[src/rtl/noc_pkg.sv]
// noc_pkg: shared definitions for NoC flit formatting.
//   Field offsets are bit positions counted down from the MSB of a flit.
//   The layout, MSB to LSB, is valid, head, tail, vc, payload.
//   payload_width() returns the number of payload bits per flit for a given
//   flit width and VC id width.
package noc_pkg;

    localparam int VALID_OFS = 0;
    localparam int HEAD_OFS  = 1;
    localparam int TAIL_OFS  = 2;
    localparam int HDR_BITS  = 3;   // valid + head + tail, VC field follows

    function automatic int payload_width(input int fw, input int v);
        return fw - HDR_BITS - v;
    endfunction

endpackage

[src/rtl/pkt_out_reg.sv]
// pkt_out_reg: a single-entry valid/ready pipeline register.
//   clk, rst_n : clock, synchronous active-low reset
//   in_data    : word to load
//   in_valid   : in_data is valid
//   in_ready   : the register can take a word this cycle
//   out_data   : registered word; all-zero while out_valid=0
//   out_valid  : the register holds a word
//   out_ready  : downstream takes the word this cycle
module pkt_out_reg #(
    parameter int W = 36
) (
    input  logic         clk,
    input  logic         rst_n,
    input  logic [W-1:0] in_data,
    input  logic         in_valid,
    output logic         in_ready,
    output logic [W-1:0] out_data,
    output logic         out_valid,
    input  logic         out_ready
);

    logic [W-1:0] data_reg;
    logic         valid_reg;

    // An empty register, or one that drains this cycle, can load.
    assign in_ready = !valid_reg || out_ready;

    always_ff @(posedge clk) begin
        if (!rst_n) begin
            valid_reg <= 1'b0;
            data_reg  <= '0;
        end else if (in_valid && in_ready) begin
            valid_reg <= 1'b1;
            data_reg  <= in_data;
        end else if (out_ready) begin
            // Drained with nothing behind it: clear the data as well so that
            // an idle output always reads as zero.
            valid_reg <= 1'b0;
            data_reg  <= '0;
        end
    end

    assign out_data  = data_reg;
    assign out_valid = valid_reg;

endmodule

[src/rtl/packetizer_nflit.sv]
// packetizer_nflit: builds an n-flit NoC packet from one user word.
//   clk, rst_n : clock, synchronous active-low reset
//   data_in    : payload word (WIDTH_IN)
//   valid_in   : data_in/dst_in/vc_in are valid
//   dst_in     : destination router address
//   vc_in      : virtual channel used for every flit
//   ready_out  : block accepts the input this cycle
//   data_out   : packet with all flits side by side, flit 0 (head) at the top
//   valid_out  : packet valid
//   ready_in   : downstream takes the packet this cycle
module packetizer_nflit
    import noc_pkg::*;
#(
    parameter int ADDRESS_WIDTH    = 4,
    parameter int VC_ADDRESS_WIDTH = 1,
    parameter int WIDTH_IN         = 12,
    parameter int WIDTH_OUT        = 36,
    parameter int NUM_FLITS        = 1
) (
    input  logic                        clk,
    input  logic                        rst_n,
    input  logic [WIDTH_IN-1:0]         data_in,
    input  logic                        valid_in,
    input  logic [ADDRESS_WIDTH-1:0]    dst_in,
    input  logic [VC_ADDRESS_WIDTH-1:0] vc_in,
    output logic                        ready_out,
    output logic [WIDTH_OUT-1:0]        data_out,
    output logic                        valid_out,
    input  logic                        ready_in
);

    localparam int V  = VC_ADDRESS_WIDTH;
    localparam int FW = WIDTH_OUT / NUM_FLITS;
    localparam int PW = payload_width(FW, V);
    localparam int SW = NUM_FLITS * PW;            // payload stream width
    localparam int HW = ADDRESS_WIDTH + WIDTH_IN;  // meaningful stream bits

    if ((NUM_FLITS < 1) || (NUM_FLITS > 3) || (WIDTH_OUT % NUM_FLITS != 0) ||
        (HW > SW)) begin : g_param_err
        $fatal(1, "packetizer_nflit: illegal parameter combination");
    end

    // Payload stream: destination then data, left-justified, zero padded.
    logic [SW-1:0]        stream;
    logic [WIDTH_OUT-1:0] packet;

    assign stream = SW'({dst_in, data_in}) << (SW - HW);

    for (genvar gi = 0; gi < NUM_FLITS; gi++) begin : g_flit
        localparam int MSB = WIDTH_OUT - 1 - gi * FW;
        assign packet[MSB - VALID_OFS]         = 1'b1;
        assign packet[MSB - HEAD_OFS]          = 1'(gi == 0);
        assign packet[MSB - TAIL_OFS]          = 1'(gi == NUM_FLITS - 1);
        assign packet[MSB - HDR_BITS -: V]     = vc_in;
        assign packet[MSB - HDR_BITS - V -: PW] = stream[SW - 1 - gi * PW -: PW];
    end

    pkt_out_reg #(
        .W(WIDTH_OUT)
    ) u_out_reg (
        .clk      (clk),
        .rst_n    (rst_n),
        .in_data  (packet),
        .in_valid (valid_in),
        .in_ready (ready_out),
        .out_data (data_out),
        .out_valid(valid_out),
        .out_ready(ready_in)
    );

endmodule

[config.mk]
export PLATFORM = sky130hd
export DESIGN_NAME = packetizer_nflit
export DESIGN_NICKNAME = d
export VERILOG_FILES = /design/src/rtl/noc_pkg.sv /design/src/rtl/pkt_out_reg.sv /design/src/rtl/packetizer_nflit.sv
export SDC_FILE = /design/constraint.sdc
export NUM_CORES = 1
export LEC_CHECK = 0
export CAP_MARGIN = 20
export CORE_MARGIN = 2
export CORE_UTILIZATION = 34
export DETAILED_ROUTE_END_ITERATION = 16
export GPL_ROUTABILITY_DRIVEN = 0
export PLACE_DENSITY_LB_ADDON = 0.05
export SLEW_MARGIN = 20
export SYNTH_ARGS = -nofsm -noshare
export SYNTH_HDL_FRONTEND = slang
export SYNTH_SLANG_ARGS = --single-unit
export TNS_END_PERCENT = 10
[constraint.sdc]
create_clock -name clk -period 1.52 [get_ports clk]
set_clock_uncertainty 0.15 [all_clocks]
set_input_delay 0.456 -clock clk [delete_from_list [all_inputs] [get_ports clk]]
set_output_delay 0.456 -clock clk [all_outputs]
set_load 0.05 [all_outputs]
# Word level (Yosys, flattened, before mapping)
# Cells that the tools add are included.
dict set report totals {
  ff_bits 21
  input_bits 21
}
dict set report classes {
  mux 4
  n_reduce_logical 4
}
# cell count
set op_table {}
lappend op_table {{36-bit 2-to-1 mux} 2}
lappend op_table {{1-bit 2-to-1 mux} 2}
lappend op_table {{2-bit nonzero test} 1}
lappend op_table {{1-bit logical AND} 1}
lappend op_table {{1-bit zero test} 1}
lappend op_table {{1-bit logical OR} 1}

# Depth between registers and ports, before layout
# Gate-level depths: netlist of the first run.
dict set report depth {
  word_depth 4
  mapped_depth 4
  ltp_nobuf 3
}

# Cells and area by module
# From an unflattened synthesis of the first run, not the netlist that was laid out.
dict set report hier_totals {
  hier_cells 166
  area_unflattened_um2 1426.4
}
# mod n_inst cells_per_inst area_each_um2 seq_area_each_um2
set by_module_without_submodules {}
lappend by_module_without_submodules {pkt_out_reg 1 164 1418.9 740.7}
lappend by_module_without_submodules {packetizer_nflit 1 2 7.5 0.0}

# Least setup slack after synthesis of the first run
# OpenSTA, ideal clock, no wires.
dict set report synth_path {
  path_kind {register -> output}
  startpoint {reg u_out_reg.out_data[34] (netlist name)}
  endpoint {out data_out[33]}
  arrival_time_ns 1.076
  path_slack_ns -0.162
  stages_incl_launch_ff 2
  n_path_buf 1
  cell_sequence {dfxtp_1 buf_4}
}
# item line
set synth_lines {}
lappend synth_lines {{end: declaration} packetizer_nflit.sv:27} ;# output logic [WIDTH_OUT-1:0] data_out,

==> results of run 1 <==
## synthesized netlist by cell type (all sizes together)
cell | n | area, um^2
inv | 1 | 3.750
nand2b | 1 | 13.76
o21bai | 1 | 18.77
o22ai | 17 | 106.4
buf | 25 | 192.7
dfxtp | 18 | 360.4
conb | 1 | 3.750
nand2 | 35 | 138.9
a21boi | 1 | 7.510
## metal layers
metal / share of wire [%] / wire length [um] / up-vias / GRT usage, %
met5: 0 / 0 / - / 0
met4: 0.72 / 13 / 0 / 7.692
met3: 9.8 / 177 / 2 / 5.278
met2: 52 / 933 / 30 / 21.54
met1: 38 / 684 / 348 / 15.76
li1: - / - / 378 / -
## layout make-up
type	count	area (um^2)
Sequential cell	18	364.1
Timing Repair Buffer	47	703.2
Fill cell	201	919.6
Multi-Input combinational cell	71	345.3
Clock buffer	4	36.28
Tap cell	30	37.54
Inverter	1	3.754
## critical path, stage by stage, from the launching register on
cell and delay [ps]:
dfxtp_4 450, nand2b_4 80, buf_12 140
## power breakdown
part           leakage [nW]  switching, mW  internal [mW]
Sequential            0.149         0.0315          0.497
Clock                0.0210          0.146          0.146
Combinational         0.447          0.269          0.203
## how the worst max path moves through the flow
stage	end	slack, ps	cells past startpoint
2_1_floorplan	data_out[33]	100	1
5_1_grt	ready_out	-110	2
6_report	ready_out	-40	2
4_1_cts	ready_out	-70	2
3_3_place_gp	ready_out	-290	3
3_5_place_dp	ready_out	-310	3
## cell families (layout without fill, tap and decap cells)
kind of cell / count (synthesis) / count (layout) / share of synthesized area, %
AO/OA/AOI/OAI: 19 / 19 / 15.68
other: 1 / 16 / 0.4434
flip-flops: 18 / 18 / 42.60
AND/OR/NAND/NOR: 36 / 36 / 18.05
buffers and inverters: 26 / 52 / 23.22
## repair_timing
item                                    in CTS  in global routing
buffers inserted                             1                  0
gates resized for setup                      3                  0
endpoints found under the setup margin       5                  5
hold buffers                                 0                  0
## stage by stage
step / cells / setup slack (ps) / instance area (um^2) / utilization (%)
after CTS: 171 / -68.89 / 1490 / 61.84
after global routing: 171 / -108.1 / 1490 / 61.84
final: 171 / -43.78 / 1490 / 61.84
after global placement: 166 / -287.1 / 1444 / 59.92
after floorplan: 115 / 95.70 / 903.4 / -
after detailed placement: 166 / -313.7 / 1444 / 59.92
## cells in the final DEF (no fill, tap or decap), drive strengths merged
cell type | netlist | routed
conb | 1 | 16
clkbuf | 0 | 4
buf | 25 | 27
a21boi | 1 | 1
nand2b | 1 | 1
clkdlybuf4s50 | 0 | 19
clkdlybuf4s15 | 0 | 1
inv | 1 | 1
dfxtp | 18 | 18
o22ai | 17 | 17
o21bai | 1 | 1
nand2 | 35 | 35
==> out/summary.txt, run 1 <==
row count -> 18
total clock sinks -> 18
clock slew at reported path FFs -> 100 ps
r2r startpoint -> u_out_reg.out_data[34]$_SDFFE_PN0P_
Crit. Startpoint -> u_out_reg.out_data[34]$_SDFFE_PN0P_
Worst Hold Class -> register to register
layout cells sized above 1 -> 25.53%
largest net degree at the start of global routing -> 36
RSZ-0062 raised after global routing -> true
reg2reg setup slack -> 300 ps
Num CTS Buffers -> 3
First-pass DRT Iterations -> 4
Yosys cell types -> 12
number of flip-flops in the largest register -> 18
CP Launch Type -> register
TritonCTS clock tree -> built
antenna cell count -> 0
Max-Cap Viols -> 0
Residual DRC -> 0
final setup vio count -> 1
Die ar. -> 0.002903 mm^2
wire per inst -> 10.57 um
Reg-to-Reg End -> u_out_reg.out_data[17]$_SDFFE_PN0P_
Starting Density -> 35.10%
vias in the first global route -> 667
core area -> 0.002410 mm^2
CTS root buf -> clkbuf_4
slack of the critical path -> -43.78 ps
outcome -> complete, but fails checks
critical path required time -> 910 ps
Post-DRT Antenna Nets -> 0
DRT iter0 DRCs -> 5
WL final -> 1808 um
H-tree Lvls -> 1
IO Count -> 59
FF-to-FF path depth -> 4
failing checks -> setup timing
Cells after Synth -> 100
worst hold path depth -> 2
fin nets -> 163
hold_sp -> u_out_reg.out_data[22]$_SDFFE_PN0P_
worst-path maximum fanout -> 6
sequential area share after synthesis -> 42.60%
total vias in the final route -> 758
GRT Overall Usage -> 13.69%
Max Fclk -> 0.6395 GHz
nature of the critical path endpoint -> output pin
flops & latches, synth -> 18
worst skew pair latency -> 280 ps
Ys Warns -> 0
Port Buffers -> 42
Leak -> 0.6162 nW
Area growth syn-to-layout -> 76.18%
count of final hold-check violations -> 0
DIE WIDTH -> 53.88 um
Arrival @ worst endpoint -> 960 ps
pwr dens -> 867.5 mW/mm^2
TNS Setup -> -43.78 ps
initial antenna violation count -> 0
routed vias/inst -> 4.433
fin crit period -> 1564 ps
clk buf depth -> 2
die height -> 53.88 um
kind of critical path -> register to output pin
synthesized area -> 845.8 um^2
final hold slack -> 360.6 ps
hold endpoint -> u_out_reg.out_data[22]$_SDFFE_PN0P_
average footprint of a synthesized cell -> 8.458 um^2
total power -> 1.293 mW
Final period util -> 102.9%
GR Overflow Total -> 0
Slew Viols, Final -> 0
VDD IR max -> 0.5502 mV
first-pass GRT wire length -> 2801 um
DP Wirelength -> 1366 um
Power figures use the tool's default switching activity.
==> run 2, diff against run 1 <==
- TNS_END_PERCENT: 10 -> 20
==> results of run 2 <==
Final layout, timing and power as in run 1 (identical DEF).
==> run 3, diff against run 2 <==
- clock period: 1.52 -> 1.6 ns (I/O delays scaled with it)
==> run 3 against run 2 <==
Net effect: the flow still finishes with violations (setup timing); sequential cell count stayed put; sequential power is 4.9% lower; die area stayed put; combinational power is 4.2% lower; final area is 0.50% higher; via count is 0.26% higher; sequential share of layout area is 0.12 points lower; register-to-register slack worse by 50 ps; first-iteration DRC count stayed put; power is 4.4% lower; clock-buffer cell count stayed put; largest cell class unchanged; largest power group unchanged.
==> out/summary.txt, run 3 (synthesis results as in run 1) <==
outcome -> complete, but fails checks
failing checks -> setup timing
RSZ-0062 raised after global routing -> true
Die ar. -> 0.002903 mm^2 (unchanged)
P_sw -> 0.4310 mW (-3.6%)
VDD IR max -> 0.6358 mV (+16%)
clock share of power -> 22.8% (+0.2 points)
DIE WIDTH -> 53.88 um (unchanged)
TNS Setup -> -1.610 ps (+42.17 ps)
CTS Hold Bufs -> 0 (unchanged)
final hold slack -> 361.3 ps (+0.7110 ps)
First-pass DRT Iterations -> 4 (unchanged)
GRT Overall Usage -> 14.11% (+0.42 points)
Crit. Startpoint -> ready_in
logic gate share of total power -> 36.6% (about the same)
total vias in the final route -> 760 (+0.26%)
layout cells sized above 1 -> 26.06% (+0.52 points)
CTS root buf -> clkbuf_4
Worst Hold Class -> register to register
WL final -> 1919 um (+6.1%)
CP Launch Type -> primary input
Arrival @ worst endpoint -> 970 ps (about the same)
Worst Setup EP -> ready_out
row count -> 18 (unchanged)
fin nets -> 164 (+0.61%)
Leak -> 0.6205 nW (+0.70%)
DP Wirelength -> 1413 um (+3.5%)
commonest non-fill, non-tap cell in the layout -> nand2_1
worst-path maximum fanout -> 2 (-4)
DRT iter0 DRCs -> 5 (unchanged)
Max Fclk -> 0.6244 GHz
post-place setup slack -> -263.9 ps (+49.87 ps)
initial antenna violation count -> 0 (unchanged)
internal power -> 0.8048 mW (-4.8%)
nature of the critical path endpoint -> output pin
most frequent cells in the layout -> nand2_1, buf_12, clkdlybuf4s50_1
Max-Cap Viols -> 0 (unchanged)
Port Buffers -> 42 (unchanged)
Starting Density -> 35.10% (unchanged)
fin crit period -> 1602 ps
routed vias/inst -> 4.419 (-0.32%)
Num CTS Buffers -> 3 (unchanged)
largest net degree at the start of global routing -> 36 (unchanged)
core area -> 0.002410 mm^2 (unchanged)
FF-to-FF path depth -> 5 (+1)
worst skew pair latency -> 290 ps (about the same)
sw frac -> 34.88% (+0.29 points)
reg2reg setup slack -> 250 ps (-50 ps)
vias in the first global route -> 651 (-2.4%)
total clock sinks -> 18 (unchanged)
IO Count -> 59 (unchanged)
Fillers -> 219 (+9.0%)
Post-DRT Antenna Nets -> 0 (unchanged)
clock slew at reported path FFs -> 100 ps (about the same)
slack of the critical path -> -1.610 ps (+42.17 ps)
die height -> 53.88 um (unchanged)
Residual DRC -> 0 (unchanged)
r2r startpoint -> u_out_reg.out_data[34]$_SDFFE_PN0P_
clk buf depth -> 2 (unchanged)
kind of critical path -> primary input to output pin
GR Overflow Total -> 0 (unchanged)
wire per inst -> 11.16 um (+5.5%)
Slew Viols, Final -> 0 (unchanged)
number of flip-flops in the largest register -> 18 (unchanged)
TritonCTS clock tree -> built
Area growth syn-to-layout -> 77.07%
pwr dens -> 825.2 mW/mm^2 (-4.9%)
first-pass GRT wire length -> 2870 um (+2.5%)
count of final hold-check violations -> 0 (unchanged)
critical path required time -> 970 ps (+60 ps)
Seq pwr share -> 40.6% (-0.3 points)
Reg-to-Reg End -> u_out_reg.out_data[29]$_SDFFE_PN0P_
final setup vio count -> 1 (unchanged)
H-tree Lvls -> 1 (unchanged)
antenna cell count -> 0 (unchanged)
Final period util -> 100.1%
-- run 3: cell count changes in the layout (fill, tap and decap cells not counted) --
cell / previous run / this run
buf_4: 3 / 4
-- run 3: worst min path at each step --
stage,from,end,depth (start not counted)
after CTS,u_out_reg.out_data[22]$_SDFFE_PN0P_,u_out_reg.out_data[22]$_SDFFE_PN0P_,2
final,u_out_reg.out_data[22]$_SDFFE_PN0P_,u_out_reg.out_data[22]$_SDFFE_PN0P_,2
after floorplan,data_in[0],u_out_reg.out_data[16]$_SDFFE_PN0P_,2
after global routing,u_out_reg.out_data[27]$_SDFFE_PN0P_,u_out_reg.out_data[27]$_SDFFE_PN0P_,2
after detailed placement,u_out_reg.out_data[22]$_SDFFE_PN0P_,u_out_reg.out_data[22]$_SDFFE_PN0P_,2
after global placement,u_out_reg.out_data[19]$_SDFFE_PN0P_,u_out_reg.out_data[19]$_SDFFE_PN0P_,2
-- run 3: worst max-delay path: stages --
cell,delay [ps]
clkdlybuf4s15_1,190
nand2b_4,160
buf_12,140
-- run 3: power by group through the flow --
stage                     combinational [mW]  sequential (mW)  clock (mW)
after floorplan                        0.213            0.581           0
after global placement                 0.445            0.513           0
after detailed placement               0.448            0.515           0
after CTS                              0.454            0.503       0.296
after global routing                   0.471            0.506       0.321
final                                  0.452            0.502       0.282
-- run 3: repair_timing --
action	in CTS	in global routing
setup endpoints to repair	5	1
gates resized for setup	3	0
hold endpoints to repair	0	0
setup buffers	2	0
-- run 3: through the flow --
| stage | instances | power (mW) | utilization (%) | cell area, um^2 |
|---|---|---|---|---|
| after floorplan | 115 | 0.7940 | - | 903.4 |
| after global placement | 166 | 0.9580 | 59.92 | 1444 |
| after detailed placement | 166 | 0.9631 | 59.92 | 1444 |
| after CTS | 172 | 1.252 | 62.15 | 1498 |
| after global routing | 172 | 1.298 | 62.15 | 1498 |
| final | 172 | 1.236 | 62.15 | 1498 |
-- run 3: layout make-up --
cell class | instances | area (um^2) | share of cell area (%)
repair buffers | 48 | 710.7 | 47.45
multi-input cells | 71 | 345.3 | 23.06
well taps | 30 | 37.54 | 2.506
inverters | 1 | 3.754 | 0.2506
flip-flops and latches | 18 | 364.1 | 24.31
clock buffers | 4 | 36.28 | 2.423
-- run 3: metal layers --
layer	wire, um	part of all wire (%)	GRT usage (%)	up-vias
met5	0	0	0	-
met4	13	0.68	7.692	0
met3	163	8.5	5.000	2
met2	1000	52	23.17	28
met1	742	39	15.82	351
li1	-	-	-	379
